**src/rtl/decoder_sweep_ctrl.sv**
```systemverilog
// Sweeps codes 0..15 into a 4x16 decoder and scores each response against one-hot.
// Latency: 16*(SETTLE_CYCLES+2) cycles per sweep plus one DONE cycle; abort returns to IDLE in one cycle.
module decoder_sweep_ctrl #(
    parameter int unsigned SETTLE_CYCLES = 1
) (
    input  logic        clk,
    input  logic        rst,
    input  logic        start,
    input  logic        abort,
    output logic [3:0]  d_in,
    input  logic [15:0] d_out,
    output logic        busy,
    output logic        done,
    output logic        aborted,
    output logic        pass,
    output logic [4:0]  fail_count,
    output logic [15:0] fail_map,
    output logic        first_fail_valid,
    output logic [3:0]  first_fail_code
);

    typedef enum logic [2:0] {
        ST_IDLE,
        ST_APPLY,
        ST_WAIT,
        ST_CHECK,
        ST_DONE
    } state_t;

    localparam logic [3:0] SETTLE_LOAD = 4'(SETTLE_CYCLES);

    state_t      state;
    state_t      state_nxt;
    logic [3:0]  code;
    logic [3:0]  settle_cnt;
    logic        aborted_q;
    logic [15:0] expected;
    logic        mismatch;
    logic        abort_hit;
    logic        last_code;

    assign expected  = 16'h0001 << code;
    assign mismatch  = (d_out != expected);
    assign abort_hit = (state != ST_IDLE) && abort;
    assign last_code = (code == 4'd15);

    always_ff @(posedge clk) begin
        if (rst) begin
            state <= ST_IDLE;
        end else begin
            state <= state_nxt;
        end
    end

    always_comb begin
        state_nxt = state;
        case (state)
            ST_IDLE:  if (start) state_nxt = ST_APPLY;
            ST_APPLY: state_nxt = ST_WAIT;
            ST_WAIT:  if (settle_cnt <= 4'd1) state_nxt = ST_CHECK;
            ST_CHECK: state_nxt = last_code ? ST_DONE : ST_APPLY;
            ST_DONE:  state_nxt = ST_IDLE;
            default:  state_nxt = ST_IDLE;
        endcase
        // Abort overrides every non-IDLE transition, including the CHECK result.
        if (abort_hit) state_nxt = ST_IDLE;
    end

    always_comb begin
        busy    = (state != ST_IDLE);
        done    = (state == ST_DONE) && !abort;
        aborted = aborted_q;
    end

    always_ff @(posedge clk) begin
        if (rst) begin
            code             <= 4'd0;
            settle_cnt       <= 4'd0;
            d_in             <= 4'd0;
            aborted_q        <= 1'b0;
            pass             <= 1'b0;
            fail_count       <= 5'd0;
            fail_map         <= 16'h0000;
            first_fail_valid <= 1'b0;
            first_fail_code  <= 4'd0;
        end else begin
            aborted_q <= 1'b0;
            if (abort_hit) begin
                aborted_q <= 1'b1;
                d_in      <= 4'd0;
                pass      <= 1'b0;
            end else begin
                case (state)
                    ST_IDLE: begin
                        if (start) begin
                            code             <= 4'd0;
                            d_in             <= 4'd0;
                            pass             <= 1'b0;
                            fail_count       <= 5'd0;
                            fail_map         <= 16'h0000;
                            first_fail_valid <= 1'b0;
                            first_fail_code  <= 4'd0;
                        end
                    end
                    ST_APPLY: begin
                        settle_cnt <= SETTLE_LOAD;
                    end
                    ST_WAIT: begin
                        settle_cnt <= settle_cnt - 4'd1;
                    end
                    ST_CHECK: begin
                        if (mismatch) begin
                            fail_map[code] <= 1'b1;
                            fail_count     <= fail_count + 5'd1;
                            if (!first_fail_valid) begin
                                first_fail_code  <= code;
                                first_fail_valid <= 1'b1;
                            end
                        end
                        if (last_code) begin
                            // Verdict is published together with the done pulse.
                            pass <= (fail_count == 5'd0) && !mismatch;
                        end else begin
                            code <= code + 4'd1;
                            d_in <= code + 4'd1;
                        end
                    end
                    ST_DONE: begin
                        d_in <= 4'd0;
                    end
                    default: begin
                        d_in <= 4'd0;
                    end
                endcase
            end
        end
    end

endmodule

```
**config.mk**
```make
export PLATFORM = sky130hd
export DESIGN_NAME = decoder_sweep_ctrl
export DESIGN_NICKNAME = d
export VERILOG_FILES = /design/src/rtl/decoder_sweep_ctrl.sv
export SDC_FILE = /design/constraint.sdc
export NUM_CORES = 1
export LEC_CHECK = 0
export BUFFER_PORTS_ARGS = -buffer_cell sky130_fd_sc_hd__buf_2
export CAP_MARGIN = 0
export CELL_PAD_IN_SITES_DETAIL_PLACEMENT = 2
export CELL_PAD_IN_SITES_GLOBAL_PLACEMENT = 2
export CORE_MARGIN = 10
export CORE_UTILIZATION = 28
export DETAILED_ROUTE_END_ITERATION = 12
export PLACE_DENSITY = 0.86
export SLEW_MARGIN = 20
export SYNTH_ARGS = -nofsm -noshare
export SYNTH_HDL_FRONTEND = slang
export SYNTH_SLANG_ARGS = --single-unit
```
**constraint.sdc**
```tcl
create_clock -name clk -period 2.6 [get_ports clk]
set_clock_uncertainty 0.15 [all_clocks]
set_input_delay 0.52 -clock clk [delete_from_list [all_inputs] [get_ports clk]]
set_output_delay 0.52 -clock clk [all_outputs]
set_load 0.05 [all_outputs]
```
==> PnR_summary.wiki <==
{| class="wikitable"
! Metric !! Value
|-
| Nets in the synthesized netlist || 329
|-
| Post-Syn Area || 0.002436 mm²
|-
| Clock latency at the later pin of the worst-skew pair || 0.31 ns
|-
| Min-delay worst type || reg -> reg
|-
| DRT antenna net count || 0
|-
| Multiplexer share of the synthesized area || 0.04160
|-
| Compound-cell area share of the yosys netlist || 0.2029
|-
| I/O pins || 54
|-
| Lkg Pwr || 1.464 nW
|-
| Worst slew margin relative to its limit || 0.5931
|-
| Kind of critical path || reg -> reg
|-
| Sequential fraction of the synthesis area || 0.3534
|-
| Nets || 411
|-
| Fraction of synthesized cell area taken by the top area cell type || 0.3534
|-
| Detailed-route vias per instance || 5.570
|-
| Final Slew Violations || 0
|-
| Detailed Route Iter0 Violations || 121
|-
| Reg area || 873.3 µm²
|-
| DIE AREA || 0.01283 mm²
|-
| Number of global-route vias before repair || 2820
|-
| Count of warnings emitted by yosys || 0
|-
| Transition time at the pin with the least slew margin || 0.6057 ns
|-
| CTS tree || yes
|-
| Die Span Y || 113.3 µm
|-
| Pwr per Cell Area || 457.9 mW/mm²
|-
| Mean instance size in the synthesized netlist || 8.147 µm²
|-
| Tmin final || 2.875 ns
|-
| Violated checks || negative setup slack
|-
| Starting density of the core || 0.2921
|-
| Cell depth of the worst hold path || 2
|-
| Arrival time reported for the critical path endpoint || 2.92 ns
|-
| Ratio of cells with drive above 1 in the final layout || 0.3901
|-
| Overflow left after global routing || 0
|-
| First-pass GRT wire length || 15390 µm
|-
| Count of different cell masters after synthesis || 61
|-
| Unrepaired setup endpoints after global routing || yes
|-
| Xor-xnor portion of the synthesized cell area || 0.02157
|-
| Post-synthesis cell count || 299
|-
| Design Area, Final || 0.003462 mm²
|-
| Post-route core utilization || 0.4151
|-
| Max frequency || 347.8 MHz
|-
| Critical path data required time || 2.65 ns
|-
| Final weighted congestion in routability-driven placement || 0.8258
|-
| Sink count of the clock tree || 43
|-
| Number of iterations in the first detailed-routing pass || 4
|-
| Simple-gate share of the synthesized area || 0.2614
|-
| CP startpoint kind || register
|-
| Clock Pin Slew Worst Setup and Hold Paths || 0.09 ns
|-
| Synth async-reset ratio || 0
|-
| Final hold vios || 0
|-
| Worst reg-to-reg path cell count || 11
|-
| IR drop worst, VDD || 406.0 µV
|-
| Fill cells || 925
|-
| Largest family of logic cells by synthesized area || simple AND/OR/NAND/NOR gates
|-
| Synthesis-stage register bit count || 43
|-
| Antenna violations before repair || 1
|-
| Final number of setup-violating endpoints || 27
|-
| DRC Markers || 0
|-
| Placeable core region || 0.008341 mm²
|-
| Top_reg_cell synth || sky130_fd_sc_hd__dfxtp_1
|-
| Synth top area cells || sky130_fd_sc_hd__dfxtp_1 35%, sky130_fd_sc_hd__nand2_1 7.1%, sky130_fd_sc_hd__ha_1 5.1%, sky130_fd_sc_hd__o21ai_0 5.1%, sky130_fd_sc_hd__nor2_1 4.2%
|-
| Total global-route track usage || 0.1472
|-
| Critical Path Sink Type || register
|-
| Period utilization || 1.106
|-
| Post-synthesis share of cell area spent on full adders, half adders and majority gates || 0.05136
|-
| DP Area || 0.002903 mm²
|-
| Area added between synthesis and finish || 42.12%
|-
| Run status || finished with violations
|-
| Maximum number of pins on one net before global-route repair || 18
|-
| Worst hold margin || 0.3021 ns
|-
| Floorplan row count || 33
|-
| Cell types with the highest counts after synthesis || 46 x sky130_fd_sc_hd__nand2_1, 43 x sky130_fd_sc_hd__dfxtp_1, 27 x sky130_fd_sc_hd__nor2_1
|-
| Average detailed-routed wire length per instance || 25.50 µm
|-
| CTS H-tree lvls || 2
|-
| Root buffer cell || sky130_fd_sc_hd__clkbuf_8
|-
| Width of the die || 113.3 µm
|-
| Accumulated negative setup slack || -3.737 ns
|-
| Number of vias after detailed routing || 2718
|-
| Max-capacitance violation count || 0
|-
| Buffers from clock root to sink, at most || 2
|-
| Count of input and output buffers || 53
|-
| Worst setup slack after layout || -0.2753 ns
|-
| Final Routed Wirelength || 12450 µm
|-
| Final HPWL from detailed placement || 6851 µm
|-
| Critical path fanouts, max || 7
|-
| Most used standard cell by instance count after synthesis || sky130_fd_sc_hd__nand2_1
|-
| Number of enable flip-flop cells after synthesis || 0
|-
| Area taken by multi-input logic gates || 0.001652 mm²
|-
| Inserted Clock Buffers || 5
|-
| Top cell type by total area after synthesis || sky130_fd_sc_hd__dfxtp_1
|}
[layout make-up]
type	count	area share
multi-input cells	222	0.4770
flip-flops and latches	43	0.2523
repair buffers	94	0.1807
well taps	105	0.03795
clock buffers	6	0.02385
inverters	15	0.01735
clock inverters	2	0.01012
diodes	1	0.0007228
[worst max-delay path, cell delays in order, from the launching register on]
cell	delay, ns
sky130_fd_sc_hd__dfxtp_4	0.41
sky130_fd_sc_hd__clkinvlp_4	0.17
sky130_fd_sc_hd__ha_4	0.23
sky130_fd_sc_hd__nand2_1	0.12
sky130_fd_sc_hd__a21oi_1	0.12
sky130_fd_sc_hd__o32ai_2	0.39
sky130_fd_sc_hd__nand4_4	0.16
sky130_fd_sc_hd__buf_4	0.19
sky130_fd_sc_hd__o31ai_4	0.30
sky130_fd_sc_hd__buf_6	0.19
sky130_fd_sc_hd__nor2_2	0.06
sky130_fd_sc_hd__a211o_1	0.28
[per-layer routing]
metal,up-vias,global-route usage,share of wire
met2,81,0.2696,0.53
met1,1380,0.1581,0.38
met5,-,0,0
met4,0,0.05415,0.043
met3,37,0.03803,0.050
li1,1220,-,-
[stage by stage]
stage,setup WS (ns),power [mW],cells
3_3_place_gp,0.009355,0.9669,461
2_1_floorplan,0.1185,0.8855,299
3_5_place_dp,-0.1424,0.9833,461
5_1_grt,-0.3398,1.645,488
4_1_cts,-0.01180,1.547,471
6_report,-0.2753,1.585,488
[repair_timing]
| item | in CTS | in global routing |
|---|---|---|
| pin swaps | 5 | 25 |
| setup endpoints to repair | 26 | 27 |
| gates resized for setup | 11 | 57 |
| buffers inserted | 2 | 16 |
| hold buffers | 0 | 0 |
| gates cloned | 0 | 1 |
[power breakdown]
part,total (mW),leakage [nW],internal (mW),switching [mW]
Combinational,0.336,1.05,0.119,0.218
Sequential,0.684,0.350,0.670,0.0146
Clock,0.565,0.0612,0.311,0.254
[registers in the layout (all words and copies together), names as in the netlist]
name,flops
d_in,4
settle_cnt,4
fail_count,5
first_fail_code,4
first_fail_valid,1
pass,1
fail_map,16
code,4
aborted,1
state,3
[final timing paths]
check | start | end | slack (ns)
max | code[0] | fail_count[4] | -0.28
max reg2reg | code[0] | fail_count[4] | -0.28
min reg2reg | fail_map[6] | fail_map[6] | 0.30
min | fail_map[6] | fail_map[6] | 0.30
[cells by family after synthesis]
logic type | after synthesis
compound gates | 70
xor+xnor | 6
fa+ha+maj | 10
buf+inv | 34
flops | 43
mux | 10
simple gates | 126
[cell usage in the layout, fill, tap and decap left out, types with 3 or more instances in the layout]
master and instances:
sky130_fd_sc_hd__ha_4 6, sky130_fd_sc_hd__ha_1 4, sky130_fd_sc_hd__nor3_1 10, sky130_fd_sc_hd__nand2_1 41, sky130_fd_sc_hd__dfxtp_4 3, sky130_fd_sc_hd__a21oi_1 10
sky130_fd_sc_hd__nand2b_1 3, sky130_fd_sc_hd__dfxtp_1 39, sky130_fd_sc_hd__nor2_1 26, sky130_fd_sc_hd__o21ai_0 16, sky130_fd_sc_hd__buf_4 30, sky130_fd_sc_hd__inv_1 12
sky130_fd_sc_hd__or3_1 3, sky130_fd_sc_hd__o21ai_1 8, sky130_fd_sc_hd__nand3_1 11, sky130_fd_sc_hd__o31ai_1 3, sky130_fd_sc_hd__a22o_1 4, sky130_fd_sc_hd__buf_2 53
sky130_fd_sc_hd__buf_6 8, sky130_fd_sc_hd__mux2i_1 9, sky130_fd_sc_hd__clkbuf_8 6, sky130_fd_sc_hd__nand2_2 5, sky130_fd_sc_hd__and3_1 3
Power figures use the tool's default switching activity.
